### src/rtl/md_sequencer_if.sv
// Request/control bundle between the processor, the sequencer
// and the multiply/divide datapath.
interface md_sequencer_if #(
  parameter int CW = 6
);
  logic          ctrl_mult;
  logic          ctrl_div;
  logic          div_zero;
  logic          mult_ovf;
  logic          load;
  logic          step_en;
  logic          is_div;
  logic [CW-1:0] count;
  logic          cnt_in_en;
  logic          cnt_oe;
  logic          busy;
  logic          result_ready;
  logic          exception;

  modport master (
    output ctrl_mult, ctrl_div,
    output div_zero, mult_ovf,
    input  load, step_en, is_div,
    input  count, cnt_in_en, cnt_oe,
    input  busy, result_ready, exception
  );

  modport slave (
    input  ctrl_mult, ctrl_div,
    input  div_zero, mult_ovf,
    output load, step_en, is_div,
    output count, cnt_in_en, cnt_oe,
    output busy, result_ready, exception
  );
endinterface

### src/rtl/md_sequencer.sv
// Control sequencer for the iterative multiply/divide datapath:
// load, ITERS step cycles, then a one-cycle result strobe.
module md_sequencer #(
  parameter int ITERS = 32,
  parameter int CW    = 6
) (
  input logic           clock,
  input logic           reset,
  md_sequencer_if.slave bus
);
  localparam logic [1:0] IDLE = 2'd0;
  localparam logic [1:0] LOAD = 2'd1;
  localparam logic [1:0] RUN  = 2'd2;
  localparam logic [1:0] DONE = 2'd3;
  localparam logic [CW-1:0] LAST = CW'(ITERS - 1);

  logic [1:0]    st;
  logic [1:0]    st_nx;
  logic [CW-1:0] cnt;
  logic          isdiv;
  logic          dz;
  logic          req;

  // Exactly one request line; mult+div together is ignored.
  assign req = bus.ctrl_mult ^ bus.ctrl_div;

  always_comb begin
    st_nx = st;
    unique case (st)
      IDLE: st_nx = IDLE;
      LOAD: st_nx = (isdiv && bus.div_zero) ? DONE : RUN;
      RUN:  st_nx = (cnt == LAST) ? DONE : RUN;
      DONE: st_nx = IDLE;
    endcase
    if (req) st_nx = LOAD;
  end

  always_ff @(posedge clock or negedge reset) begin
    if (!reset) begin
      st    <= IDLE;
      cnt   <= '0;
      isdiv <= 1'b0;
      dz    <= 1'b0;
    end else begin
      st <= st_nx;
      if (req) begin
        isdiv <= bus.ctrl_div;
        cnt   <= '0;
        dz    <= 1'b0;
      end else begin
        if (st == RUN && cnt != LAST) cnt <= cnt + 1'b1;
        if (st == LOAD) dz <= isdiv & bus.div_zero;
      end
    end
  end

  assign bus.load         = (st == LOAD);
  assign bus.step_en      = (st == RUN);
  assign bus.cnt_in_en    = (st == LOAD) || (st == RUN);
  assign bus.cnt_oe       = (st == RUN);
  assign bus.busy         = (st != IDLE);
  assign bus.result_ready = (st == DONE);
  assign bus.is_div       = isdiv;
  assign bus.count        = cnt;
  // Overflow is only valid from the datapath in the strobe cycle.
  assign bus.exception    = (st == DONE) &&
                            (isdiv ? dz : bus.mult_ovf);
endmodule

### src/flat_wrapper.sv
// flat-port wrapper written by rule: the top's interface ports become plain ports
module md_sequencer_flat 
#(
  parameter int ITERS = 32,
  parameter int CW    = 6
)
  (clock, reset, bus_ctrl_mult, bus_ctrl_div, bus_div_zero, bus_mult_ovf, bus_load, bus_step_en, bus_is_div, bus_count, bus_cnt_in_en, bus_cnt_oe, bus_busy, bus_result_ready, bus_exception);
  md_sequencer_if #(.CW(CW)) bus_i ();
  input logic clock;
  input logic reset;
  input wire logic [$bits(bus_i.ctrl_mult)-1:0] bus_ctrl_mult;
  input wire logic [$bits(bus_i.ctrl_div)-1:0] bus_ctrl_div;
  input wire logic [$bits(bus_i.div_zero)-1:0] bus_div_zero;
  input wire logic [$bits(bus_i.mult_ovf)-1:0] bus_mult_ovf;
  output wire logic [$bits(bus_i.load)-1:0] bus_load;
  output wire logic [$bits(bus_i.step_en)-1:0] bus_step_en;
  output wire logic [$bits(bus_i.is_div)-1:0] bus_is_div;
  output wire logic [$bits(bus_i.count)-1:0] bus_count;
  output wire logic [$bits(bus_i.cnt_in_en)-1:0] bus_cnt_in_en;
  output wire logic [$bits(bus_i.cnt_oe)-1:0] bus_cnt_oe;
  output wire logic [$bits(bus_i.busy)-1:0] bus_busy;
  output wire logic [$bits(bus_i.result_ready)-1:0] bus_result_ready;
  output wire logic [$bits(bus_i.exception)-1:0] bus_exception;
  assign bus_i.ctrl_mult = bus_ctrl_mult;
  assign bus_i.ctrl_div = bus_ctrl_div;
  assign bus_i.div_zero = bus_div_zero;
  assign bus_i.mult_ovf = bus_mult_ovf;
  assign bus_load = bus_i.load;
  assign bus_step_en = bus_i.step_en;
  assign bus_is_div = bus_i.is_div;
  assign bus_count = bus_i.count;
  assign bus_cnt_in_en = bus_i.cnt_in_en;
  assign bus_cnt_oe = bus_i.cnt_oe;
  assign bus_busy = bus_i.busy;
  assign bus_result_ready = bus_i.result_ready;
  assign bus_exception = bus_i.exception;
  md_sequencer #(.ITERS(ITERS), .CW(CW)) u_core (.clock(clock), .reset(reset), .bus(bus_i));
endmodule
### config.mk
export PLATFORM = sky130hd
export DESIGN_NAME = md_sequencer_flat
export DESIGN_NICKNAME = d
export VERILOG_FILES = /design/src/rtl/md_sequencer_if.sv /design/src/rtl/md_sequencer.sv /design/src/flat_wrapper.sv
export SDC_FILE = /design/constraint.sdc
export NUM_CORES = 1
export LEC_CHECK = 0
export CAP_MARGIN = 30
export CELL_PAD_IN_SITES_DETAIL_PLACEMENT = 1
export CELL_PAD_IN_SITES_GLOBAL_PLACEMENT = 1
export CORE_MARGIN = 5
export CORE_UTILIZATION = 34
export DETAILED_ROUTE_END_ITERATION = 6
export PLACE_DENSITY = 0.77
export SYNTH_ARGS = -nofsm -noshare
export SYNTH_HDL_FRONTEND = slang
export SYNTH_SLANG_ARGS = --single-unit
### constraint.sdc
create_clock -name clock -period 2.8 [get_ports clock]
set_input_delay 0.28 -clock clock [delete_from_list [all_inputs] [get_ports clock]]
set_output_delay 0.28 -clock clock [all_outputs]
set_load 0.02 [all_outputs]
==> impl_metrics.ini, run 1 <==
[global_route]
antenna_found_initial = 0
grt_pass1_vias = 515
grt_pass1_wl_um = 2366
grt_usage = 0.1251
overflow = 0
grt_max_degree = 11

[critical_path]
crit_fanout = 8
worstPathArrival_ns = 1.70
startpoint_type = flop
cp-end-kind = primary output
crit_type = flop to primary output
worstPathRequired_ns = 2.52

[synthesis]
syn_nets = 66
syn_area_per_cell_sq_um = 10.40
yosysSeqAreaShare = 0.4376
ys_warn_count = 0
ys_ff_latch = 10
syn_inst = 55
yosys.cell_types.count = 24
syn-cell-area_sq_um = 571.8
synth_top_area_frac = 0.4376
yosysTopAreaCell = dfrtp_1
synth_area_leaders = dfrtp_1, ha_1, mux2i_1, inv_1, o311ai_2

[floorplanning]
ioPinCount = 20
start_util = 0.3668
fp.coreArea_sq_mm = 0.001559
num_rows = 14
dieHeight_um = 51.01
dieArea_sq_mm = 0.002602
die_x_um = 51.01

[layout]
multiInputGateArea_sq_um = 291.5
final_cell_mix = clkdlybuf4s50_1, dfrtp_1, inv_1
num_antenna_cells = 0
area_delta_synth_final_pct = 41.79
final_layout_size_suffix_gt1_frac = 0.07792
final_common_cell = clkdlybuf4s50_1
fillCellCount = 180
num-nets-final = 89
regArea_sq_um = 250.2

[power]
p_leak_nw = 0.3490
vdd_drop_max_mv = 0.3504
power.density_mw_per_mm2 = 550.0

[timing]
fin_skew_ns = 0.001122
period_minus_slack_ns = 1.980
tightest_slew_ns = 0.7035
setup_ws_ns = 0.8195
finalSetupViolCount = 0
maxSlewHeadroom = 0.5277
slew_violations = 0
max_freq_mhz = 504.9
grt_setup_unrepaired = false
hold_viol_final = 0
fin_crit_sh = 0.7073
fin_tns_setup_ns = 0

[placement]
dp_slack_ns = 0.9723
gp_congestion = 0.6589
io_buffers = 19
dpl.hpwl_um = 1057

[route]
via_per_inst = 5.258
firstDrtPassIters = 3
maxUsedRoutingLayer = met4
drt-met1-wl_um = 634
drt_iter0_drc = 6
drc_errors = 0
wirelength_um = 1381
num_vias = 489
wl_met3_um = 48
dr_wl_met2_um = 654
antenna_left = 0
wire_per_inst_um = 14.85

[cts]
clkTransAtPathRegs_ns = 0.07
cts_buffers = 3
cts-hold-fix-buffers = 0
clockBufferDepth = 2
cts_setup_buffers = 0
worstSkewPairLatency_ns = 0.27
cts_tree = built
cts_root_buf = clkbuf_4
cts_max_level = 1
cts-resized-gates = 0
clock_sinks = 10

[worst_hold_path]
hold_class = input port to asynchronous set/reset pin

[flow_run]
maxCapViolCount = 0

[run_status]
status = finished clean
-- registers in the layout, indices dropped and copies added, names as in the netlist --
name / flops
u_core.st: 2
u_core.dz: 1
u_core.bus.is_div: 1
u_core.bus.count: 6
-- power breakdown --
part / internal [mW] / switching (mW)
clock network: 0.0790 / 0.0555
registers: 0.155 / 0.0113
logic: 0.0698 / 0.0750
-- cells by family (layout without fill, tap and decap cells) --
logic type / count (synthesis) / after routing / share of synthesized area
AOI/OAI and AO/OA: 9 / 9 / 0.1094
xor gates and xnor gates: 2 / 2 / 0.03064
adders and majority gates: 6 / 6 / 0.1269
buffers and inverters: 7 / 29 / 0.05252
DFF: 10 / 10 / 0.4376
muxes: 4 / 4 / 0.07002
and+or+nand+nor: 17 / 17 / 0.1729
-- worst max-delay path, stage by stage, from the launching register on --
cell             delay, ns
dfrtp_1               0.40
inv_1                 0.09
ha_1                  0.29
clkdlybuf4s50_1       0.65
-- worst paths after layout --
path / start / to / slack [ns] / cells past startpoint
min in group clock: u_core.dz / u_core.dz / 0.56 / 2
worst max-delay path: u_core.st[0] / bus_cnt_oe / 0.82 / 3
worst min register to register: u_core.dz / u_core.dz / 0.56 / 2
max in group asynchronous: reset / u_core.st[1] / 2.14 / 1
worst max register to register: u_core.st[0] / u_core.bus.count[5] / 1.27 / 5
worst min-delay path: reset / u_core.bus.count[3] / 0.34 / 1
-- final cells by class --
class / instances / area share
multi-input cells: 38 / 0.3596
flip-flops and latches: 10 / 0.3086
repair buffers: 19 / 0.2346
clock buffers: 4 / 0.04475
inverters: 6 / 0.02778
well taps: 16 / 0.02469
-- metal layers --
| layer | up-vias | GRT usage |
|---|---|---|
| li1 | 235 | - |
| met1 | 236 | 0.1398 |
| met2 | 13 | 0.2039 |
| met3 | 5 | 0.04070 |
| met4 | 0 | 0.08072 |
| met5 | - | 0 |
-- Yosys cell counts --
library cell / n
inv_1: 6
nand2_1: 4
xor2_1: 1
mux2i_1: 4
and2_1: 2
or4_1: 1
nand3_1: 2
nand3_2: 1
o31a_1: 1
or3_1: 1
o311ai_2: 1
and4_1: 1
nand2b_1: 2
xnor2_1: 1
a21oi_1: 2
a31oi_1: 2
buf_4: 1
nand4_1: 1
o21ai_0: 3
maj3_1: 1
dfrtp_1: 10
nor2_1: 1
ha_1: 5
nor2b_1: 1
-- metrics by stage --
stage | std cells | power (mW) | instance area (sq um) | hold WS, ns | util
finish | 93 | 0.4459 | 810.8 | 0.3370 | 0.5201
global placement | 89 | 0.3138 | 774.5 | 0.5359 | 0.4968
CTS | 93 | 0.4547 | 810.8 | 0.3517 | 0.5201
global route | 93 | 0.4728 | 810.8 | 0.3727 | 0.5201
floorplan | 55 | 0.2525 | 571.8 | -0.01559 | -
detailed placement | 89 | 0.3169 | 774.5 | 0.5468 | 0.4968
Power figures use the tool's default switching activity.
==> inputs of run 2 (changes only) <==
CORE_UTILIZATION = 29   (was 34)
PLACE_DENSITY = 0.7   (was 0.77)
clock period = 1.78 ns   (was 2.8 ns; I/O delays follow)
==> run 2 against run 1 <==
  * Via count grew 2.5%
  * Sequential power rose by 57%
  * Clock skew rose by 0.0035 ns
  * Critical endpoint is now bus_step_en
  * Global-route usage decreased by 0.48 points
  * Cell area is the same
  * Register-to-register slack lost 1.0 ns
==> impl_metrics.ini, run 2 (synthesis results as in run 1) <==
[cts]
cts-hold-fix-buffers = 0
clockBufferDepth = 2
cts_max_level = 1
cts-resized-gates = 4
cts_root_buf = clkbuf_4
cts_setup_buffers = 0
cts_tree = built
clock_sinks = 10
cts_buffers = 3
clkTransAtPathRegs_ns = 0.06
worstSkewPairLatency_ns = 0.27

[timing]
maxSlewHeadroom = 0.5636
max_freq_mhz = 618.4
tightest_slew_ns = 0.6499
period_minus_slack_ns = 1.617
setup_ws_ns = 0.1629
grt_setup_unrepaired = false
fin_tns_setup_ns = 0
fin_skew_ns = 0.004635
hold_viol_final = 0
slew_violations = 0
fin_crit_sh = 0.9085
whs_ns = 0.2339
finalSetupViolCount = 0

[power]
power.density_mw_per_mm2 = 777.2
p_sw_frac = 0.3382
intPower_mw = 0.4170
p_sw_mw = 0.2131
vdd_drop_max_mv = 0.4347
p_seq_frac = 0.418
p_leak_nw = 0.3769
pwr-share-clk = 0.247
combPwrFrac = 0.336

[floorplanning]
dieHeight_um = 54.41
start_util = 0.2975
die_x_um = 54.41
num_rows = 16
ioPinCount = 20
dieArea_sq_mm = 0.002960
fp.coreArea_sq_mm = 0.001922

[critical_path]
cp-end-kind = primary output
cpPeakStageDelay_ns = 0.40
path_cells = inv_1 > ha_1 > dlygate4sd2_1
cp-endpoint = bus_step_en
crit_fanout = 8
crit_cells = 3
crit_type = flop to primary output
worstPathRequired_ns = 1.60
reg2regPathDepth = 5
worstPathArrival_ns = 1.44
regToRegStartpoint = u_core.st[0]
cp_num_buf_inv = 2
cp-startpoint = u_core.st[0]
worst_path_dominant_cell_family = buffers and inverters
startpoint_type = flop
r2r_end = u_core.bus.count[5]
reg2reg_slack_ns = 0.23
cpMaxStageDelayCell = dfrtp_1

[global_route]
antenna_found_initial = 0
overflow = 0
grt_max_degree = 11
grt_pass1_vias = 563
grt_usage = 0.1203
grt_pass1_wl_um = 2470

[worst_hold_path]
hold_class = input port to asynchronous set/reset pin

[run_status]
status = finished clean

[layout]
final_common_cell = clkdlybuf4s50_1
area_delta_synth_final_pct = 41.79
num_antenna_cells = 0
final_layout_size_suffix_gt1_frac = 0.06579
fin_util = 0.4219
stdcell_area_sq_um = 810.8
final_cell_mix = clkdlybuf4s50_1, dfrtp_1, inv_1
largest_register_ffs = 6
num-nets-final = 89

[placement]
gp_congestion = 0.6517
dp_slack_ns = 0.05906
io_buffers = 19
postPlaceCellArea_sq_um = 788.3
dpl.hpwl_um = 1137

[route]
antenna_left = 0
drc_errors = 0
wirelength_um = 1419
via_per_inst = 4.864
num_vias = 501
firstDrtPassIters = 4
drt_iter0_drc = 2
wire_per_inst_um = 13.78

[flow_run]
maxCapViolCount = 0
run 2: stage by stage:
stage | std cells | power [mW]
finish | 103 | 0.6302
global route | 103 | 0.6767
CTS | 103 | 0.6442
detailed placement | 100 | 0.5021
global placement | 100 | 0.4964
floorplan | 55 | 0.3973
run 2: area by class of cell:
cell class | count | area [sq um]
clock buffer | 3 | 22.52
fill | 238 | 1111
inverter | 6 | 22.52
multi-input combinational | 38 | 291.5
sequential | 10 | 250.2
tap | 27 | 33.78
timing repair buffer | 19 | 190.2
run 2: per-layer routing:
metal  global-route usage  vias up  share of wire
met5                    0        -              0
met4              0.04979        0          0.027
met3              0.06540        7          0.092
met2               0.1912       20           0.48
met1               0.1325      240           0.40
li1                     -      234              -
run 2: power by group through the flow:
stage / Combinational, mW / Sequential, mW / Clock [mW]
floorplan: 0.125 / 0.272 / 0
global placement: 0.230 / 0.267 / 0
detailed placement: 0.234 / 0.268 / 0
CTS: 0.220 / 0.264 / 0.161
global route: 0.238 / 0.265 / 0.173
finish: 0.212 / 0.263 / 0.156
run 2: how the worst min path moves through the flow:
stage | to | start | slack [ns]
final | u_core.bus.count[5] | reset | 0.23
after global routing | u_core.st[1] | reset | 0.27
after CTS | u_core.bus.count[0] | reset | 0.25
after detailed placement | u_core.dz | reset | 0.54
after global placement | u_core.bus.is_div | reset | 0.53
after floorplan | u_core.bus.count[0] | reset | -0.12
run 2: worst reg2reg max path, delay by kind of cell, from the launching register on:
| kind | cells | cell delay [ns] |
|---|---|---|
| buf+inv | 1 | 0.09 |
| compound gates | 1 | 0.14 |
| flops | 1 | 0.40 |
| simple gates | 2 | 0.54 |
| fa+ha+maj | 1 | 0.31 |
==> inputs of run 3 (changes only) <==
CAP_MARGIN = 5   (was 30)
==> results of run 3 <==
No change in the layout: final DEF, timing and power equal those of run 2.
